[config.mk]
export PLATFORM = sky130hd
export DESIGN_NAME = cdc_clear_seq_ctrl
export DESIGN_NICKNAME = d
export VERILOG_FILES = /design/src/rtl/cdc_clear_sync_pkg.sv /design/src/rtl/cdc_clear_seq_ctrl.sv
export SDC_FILE = /design/constraint.sdc
export NUM_CORES = 1
export LEC_CHECK = 0
export CAP_MARGIN = 40
export CORE_AREA = 2 2 39 41
export CTS_BUF_LIST = sky130_fd_sc_hd__clkbuf_2
export DETAILED_ROUTE_END_ITERATION = 8
export DIE_AREA = 0 0 41 43
export GPL_ROUTABILITY_DRIVEN = 0
export GPL_TIMING_DRIVEN = 0
export PLACE_DENSITY_LB_ADDON = 0.1
export SLEW_MARGIN = 10
export SYNTH_ARGS = -nofsm -noshare
export SYNTH_HDL_FRONTEND = slang
export SYNTH_SLANG_ARGS = --single-unit
[constraint.sdc]
create_clock -name clk_i -period 3.82 [get_ports clk_i]
set_input_delay 0.382 -clock clk_i [delete_from_list [all_inputs] [get_ports clk_i]]
set_output_delay 0.382 -clock clk_i [all_outputs]
set_load 0.005 [all_outputs]
[src/rtl/cdc_clear_sync_pkg.sv]
// Shared types for the CDC clear sequencer.
// Contents: clear_seq_phase_e (phase encoding exchanged with the peer domain),
//           CLEAR_PHASE_W (phase bus width) and a small max helper for
//           counter sizing.
package cdc_clear_sync_pkg;

    localparam int unsigned CLEAR_PHASE_W = 2;

    typedef enum logic [CLEAR_PHASE_W-1:0] {
        CLEAR_PHASE_IDLE       = 2'd0,
        CLEAR_PHASE_ISOLATE    = 2'd1,
        CLEAR_PHASE_CLEAR      = 2'd2,
        CLEAR_PHASE_POST_CLEAR = 2'd3
    } clear_seq_phase_e;

    // Largest of three values, used to size the shared phase counter.
    function automatic int unsigned max3(input int unsigned a,
                                         input int unsigned b,
                                         input int unsigned c);
        int unsigned m;
        m = a;
        if (b > m) m = b;
        if (c > m) m = c;
        return m;
    endfunction

endpackage

[src/rtl/cdc_clear_seq_ctrl.sv]
// One side of a CDC clear: sequences IDLE -> ISOLATE -> CLEAR -> POST_CLEAR
// -> IDLE, drives the local isolate/clear controls and offers every phase
// change to the peer over a valid/ack transfer, advancing only once the
// current phase has been accepted.
// Ports:
//   clk_i, rst_i          clock, synchronous active-high reset
//   clear_req_i           request a clear sequence (level or pulse)
//   busy_o                sequence running or pending
//   done_o                pulse when the closing IDLE offer is accepted
//   isolate_o, clear_o    local datapath controls
//   isolated_i            local datapath is quiescent
//   phase_o               current phase (clear_seq_phase_e)
//   phase_valid_o         phase_o is offered to the peer
//   phase_ack_i           peer accepts the offered phase
//   isolate_timeout_o     pulse when the isolation wait expires
module cdc_clear_seq_ctrl
    import cdc_clear_sync_pkg::*;
#(
    parameter int unsigned CLEAR_CYCLES      = 2,
    parameter int unsigned POST_CLEAR_CYCLES = 1,
    parameter int unsigned ISOLATE_TIMEOUT   = 0
) (
    input  logic                     clk_i,
    input  logic                     rst_i,
    input  logic                     clear_req_i,
    output logic                     busy_o,
    output logic                     done_o,
    output logic                     isolate_o,
    input  logic                     isolated_i,
    output logic                     clear_o,
    output logic [CLEAR_PHASE_W-1:0] phase_o,
    output logic                     phase_valid_o,
    input  logic                     phase_ack_i,
    output logic                     isolate_timeout_o
);

    localparam int unsigned CNT_MAX = max3(CLEAR_CYCLES, POST_CLEAR_CYCLES, ISOLATE_TIMEOUT);
    localparam int unsigned CNT_W   = $clog2(CNT_MAX + 1);

    if (CLEAR_CYCLES == 0) begin : g_bad_clear_cycles
        $error("CLEAR_CYCLES must be >= 1");
    end
    if (POST_CLEAR_CYCLES == 0) begin : g_bad_post_clear_cycles
        $error("POST_CLEAR_CYCLES must be >= 1");
    end

    clear_seq_phase_e   state_q;
    clear_seq_phase_e   state_d;
    logic [CNT_W-1:0]   cnt_q;
    logic [CNT_W-1:0]   cnt_load;
    logic               acked_q;
    logic               pending_q;

    logic               xfer;
    logic               settled;
    logic               cnt_last;
    logic               timeout_hit;
    logic               iso_ok;
    logic               start;
    logic               entry;
    logic               valid_d;
    logic               pending_d;

    // Next-phase decision and counter reload value.
    always_comb begin
        xfer        = phase_valid_o & phase_ack_i;
        // Current phase has been accepted, either earlier or right now.
        settled     = acked_q | xfer;
        cnt_last    = (cnt_q <= CNT_W'(1));
        timeout_hit = (ISOLATE_TIMEOUT != 0) && (state_q == CLEAR_PHASE_ISOLATE) &&
                      !isolated_i && (cnt_q == CNT_W'(1));
        iso_ok      = isolated_i | ((ISOLATE_TIMEOUT != 0) && cnt_last);
        // IDLE is only left once its offer is fully gone, so a request seen in
        // the done cycle becomes pending and starts one cycle later.
        start       = (state_q == CLEAR_PHASE_IDLE) & (clear_req_i | pending_q) & !phase_valid_o;

        state_d = state_q;
        unique case (state_q)
            CLEAR_PHASE_IDLE:       if (start)               state_d = CLEAR_PHASE_ISOLATE;
            CLEAR_PHASE_ISOLATE:    if (settled && iso_ok)   state_d = CLEAR_PHASE_CLEAR;
            CLEAR_PHASE_CLEAR:      if (settled && cnt_last) state_d = CLEAR_PHASE_POST_CLEAR;
            CLEAR_PHASE_POST_CLEAR: if (settled && cnt_last) state_d = CLEAR_PHASE_IDLE;
        endcase

        entry     = (state_d != state_q);
        valid_d   = entry | (phase_valid_o & !phase_ack_i);
        pending_d = (pending_q | clear_req_i) & !start;

        cnt_load = '0;
        unique case (state_d)
            CLEAR_PHASE_IDLE:       cnt_load = '0;
            CLEAR_PHASE_ISOLATE:    cnt_load = CNT_W'(ISOLATE_TIMEOUT);
            CLEAR_PHASE_CLEAR:      cnt_load = CNT_W'(CLEAR_CYCLES);
            CLEAR_PHASE_POST_CLEAR: cnt_load = CNT_W'(POST_CLEAR_CYCLES);
        endcase
    end

    // State, shared counter, flags and registered outputs.
    always_ff @(posedge clk_i) begin
        if (rst_i) begin
            state_q           <= CLEAR_PHASE_IDLE;
            cnt_q             <= '0;
            acked_q           <= 1'b0;
            pending_q         <= 1'b0;
            phase_valid_o     <= 1'b0;
            busy_o            <= 1'b0;
            isolate_o         <= 1'b0;
            clear_o           <= 1'b0;
            isolate_timeout_o <= 1'b0;
        end else begin
            state_q           <= state_d;
            phase_valid_o     <= valid_d;
            pending_q         <= pending_d;
            busy_o            <= (state_d != CLEAR_PHASE_IDLE) | valid_d | pending_d;
            isolate_o         <= (state_d != CLEAR_PHASE_IDLE);
            clear_o           <= (state_d == CLEAR_PHASE_CLEAR);
            isolate_timeout_o <= timeout_hit;
            if (entry) begin
                acked_q <= 1'b0;
                cnt_q   <= cnt_load;
            end else begin
                if (xfer) acked_q <= 1'b1;
                // Saturating down-count, never wraps.
                if (cnt_q != '0) cnt_q <= cnt_q - CNT_W'(1);
            end
        end
    end

    assign phase_o = state_q;
    assign done_o  = (state_q == CLEAR_PHASE_IDLE) & xfer;

endmodule

==> results.cfg <==
[finish]
diodes = 0
nets = 74
syn_to_final_growth_pct = 31.6
drive_above_1_share_pct = 13.6
fin_cells = 82

[status]
outcome = finished, final reports clean

[sta]
fmax_mhz = 496
tns_ns = 0
fin_crit_ns = 2.01
hold_viol = 0
finalSetupViolCount = 0
fin_skew_ns = 0.00980
slew_violations = 0
fin_ws_ns = 1.81
fin_crit_sh_pct = 52.7
rsz0062_at_grt = no

[floorplan]
die-area_sq_um = 1760
pin_count = 13
initial_core_util_pct = 34.0
die_y_um = 43
die_x_um = 41
num_rows = 14
coreArea_sq_um = 1380

[grt]
top_usage_layer = met2
grt_max_degree = 10
grt_pass1_wl_um = 1560
use_met3_pct = 8.38
overflow = 0
antenna_found_initial = 0
grt_pass1_vias = 368
gr-usage-met1_pct = 16.5
track_usage_pct = 13.5
met2_usage_pct = 18.4

[synth]
synth_cell_types = 29
async_flop_share_pct = 0
synthesis.area_sq_um = 470
synth_edf_count = 0
yosys_warnings = 0
synth-seq-cells = 10
synth.net_count = 58
netlist_instances = 51
syn_avg_cell_area_sq_um = 9.22
synthFlopType = dfxtp_1
ys_seq_area_share_pct = 42.6

[worst_setup_path]
critPathLaunch = phase_ack_i
cp_data_required_time_ns = 3.44
crit_end = done_o
path_max_fanout = 4
path_cells = clkdlybuf4s50_1 -> nand2_1 -> nor3_1 -> clkdlybuf4s50_1
rr_endpoint = busy_o
arrival_ns = 1.63
max_stage_delay_ns = 0.53
r2r.worst_path.cells = 7
path_class = in -> out
crit_path_end_kind = output port
cp_slowest_cell = clkdlybuf4s50_1
r2r_slack_ns = 2.14
reg2reg_from = cnt_q[1]
startpoint_type = input port
critical_path.most_common_cell = clkdlybuf4s50_1

[clock_network]
cts_tree = done
htree_num_levels = 1
ctsResizeCount = 0
clock_latency_ns = 0.26
postCtsSetupBuffers = 0
cts_root_buffer = clkbuf_2
holdBufCountCts = 0
clk_pin_slew_ns = 0.09
cts_sinks = 10
clk_path_buf_depth = 2
cts_made_buffers = 3

[power_and_ir_drop]
p_per_area_nw_per_um2 = 476
vdd_drop_max_mv = 0.171
power_leakage_uw = 0.000251

[placement]
pre_cts_slack_ns = 1.81
place_inst = 78
dp_hpwl_um = 684
io_buffers = 11

[route]
drc = 0
drtPass1Iterations = 1
drt_iter0_markers = 0
routed_wl_um = 931
ant_nets = 0
viasPerCell = 4.85
wl_per_cell_um = 11.4
vias = 398

[hold_path]
hp-class = reg -> reg
worstHoldStart = pending_q

[run]
drv_cap = 0
==> cell usage in the layout, fill, tap and decap left out <==
cell,count
clkdlybuf4s50_1,11
a21oi_1,4
clkinv_1,1
nor2b_1,1
buf_6,1
nand2_1,3
a41o_1,1
and3b_1,1
o2111a_1,1
or2b_1,1
a21o_1,1
xnor2_1,1
clkbuf_2,3
buf_4,1
a31oi_1,2
dfxtp_1,10
mux2_2,1
or3_1,1
nor2_2,1
or2_2,1
o21a_2,1
nand4b_1,1
nor2_1,3
and2_1,2
o21ai_1,1
nor3_1,3
inv_1,2
a2bb2oi_1,1
o21ai_0,1
nand2b_1,1
ha_1,2
conb_1,1
==> cell type report <==
cell class                 count  area, sq um
fill                         157          764
multi-input combinational     37          244
sequential                    10          200
timing repair buffer          11          110
tap                           16         20.0
buffer                         2         18.8
clock buffer                   3         15.0
inverter                       2         7.51
clock inverter                 1         3.75
==> worst min-delay path by stage <==
stage          depth (start not counted)   endpoint
3_5_place_dp                           2  pending_q
4_1_cts                                2  pending_q
2_1_floorplan                          1   cnt_q[0]
5_1_grt                                2  pending_q
6_report                               2  pending_q
3_3_place_gp                           2  pending_q
==> layer usage <==
metal | up-vias | part of all wire (%)
li1 | 211 | -
met1 | 178 | 47
met2 | 7 | 46
met3 | 2 | 5.6
met4 | 0 | 0.86
met5 | - | 0
==> through the flow <==
step / utilization [%] / instance area (sq um) / hold slack [ns] / total power (uW)
2_1_floorplan: - / 470 / 0.451 / 201
3_3_place_gp: 43.4 / 601 / 0.477 / 238
3_5_place_dp: 43.4 / 601 / 0.487 / 237
4_1_cts: 44.8 / 619 / 0.502 / 299
5_1_grt: 44.8 / 619 / 0.555 / 319
6_report: 44.8 / 619 / 0.507 / 295
==> synthesized netlist by cell type, drive strengths merged, types with 2 or more instances <==
master,n,area (sq um)
nor3,3,15.0
buf,2,18.8
nand2,3,11.3
nor2,4,17.5
and2,2,12.5
dfxtp,10,200
ha,2,25.0
a31oi,2,12.5
o21ai,2,10.0
inv,2,7.51
a21oi,4,20.0
==> flip-flops by register name (all words and copies together) (netlist names) <==
register	flops
pending_q	1
acked_q	1
isolate_o	1
busy_o	1
cnt_q	2
phase_o	2
clear_o	1
phase_valid_o	1
==> critical path: cells and delay by family <==
| kind | cells | cell delay [ns] |
|---|---|---|
| and+or+nand+nor | 2 | 0.20 |
| buffers and inverters | 2 | 1.05 |
==> cell families after synthesis <==
group                    Yosys count  synth area share [%]
AND/OR/NAND/NOR                   19                  22.6
AO/OA/AOI/OAI                     13                  18.9
flip-flops                        10                  42.6
buffers and inverters              4                  5.59
adder cells (fa/ha/maj)            2                  5.32
other                              1                 0.797
XOR/XNOR                           1                  1.86
multiplexers                       1                  2.39
==> report_power, final <==
| group | total, uW | switching (uW) | internal, uW |
|---|---|---|---|
| sequential | 134 | 13.4 | 121 |
| clock | 60.2 | 37.5 | 22.7 |
| combinational | 100 | 42.0 | 58.2 |
| total | 295 | 92.9 | 202 |
Power figures use the tool's default switching activity.
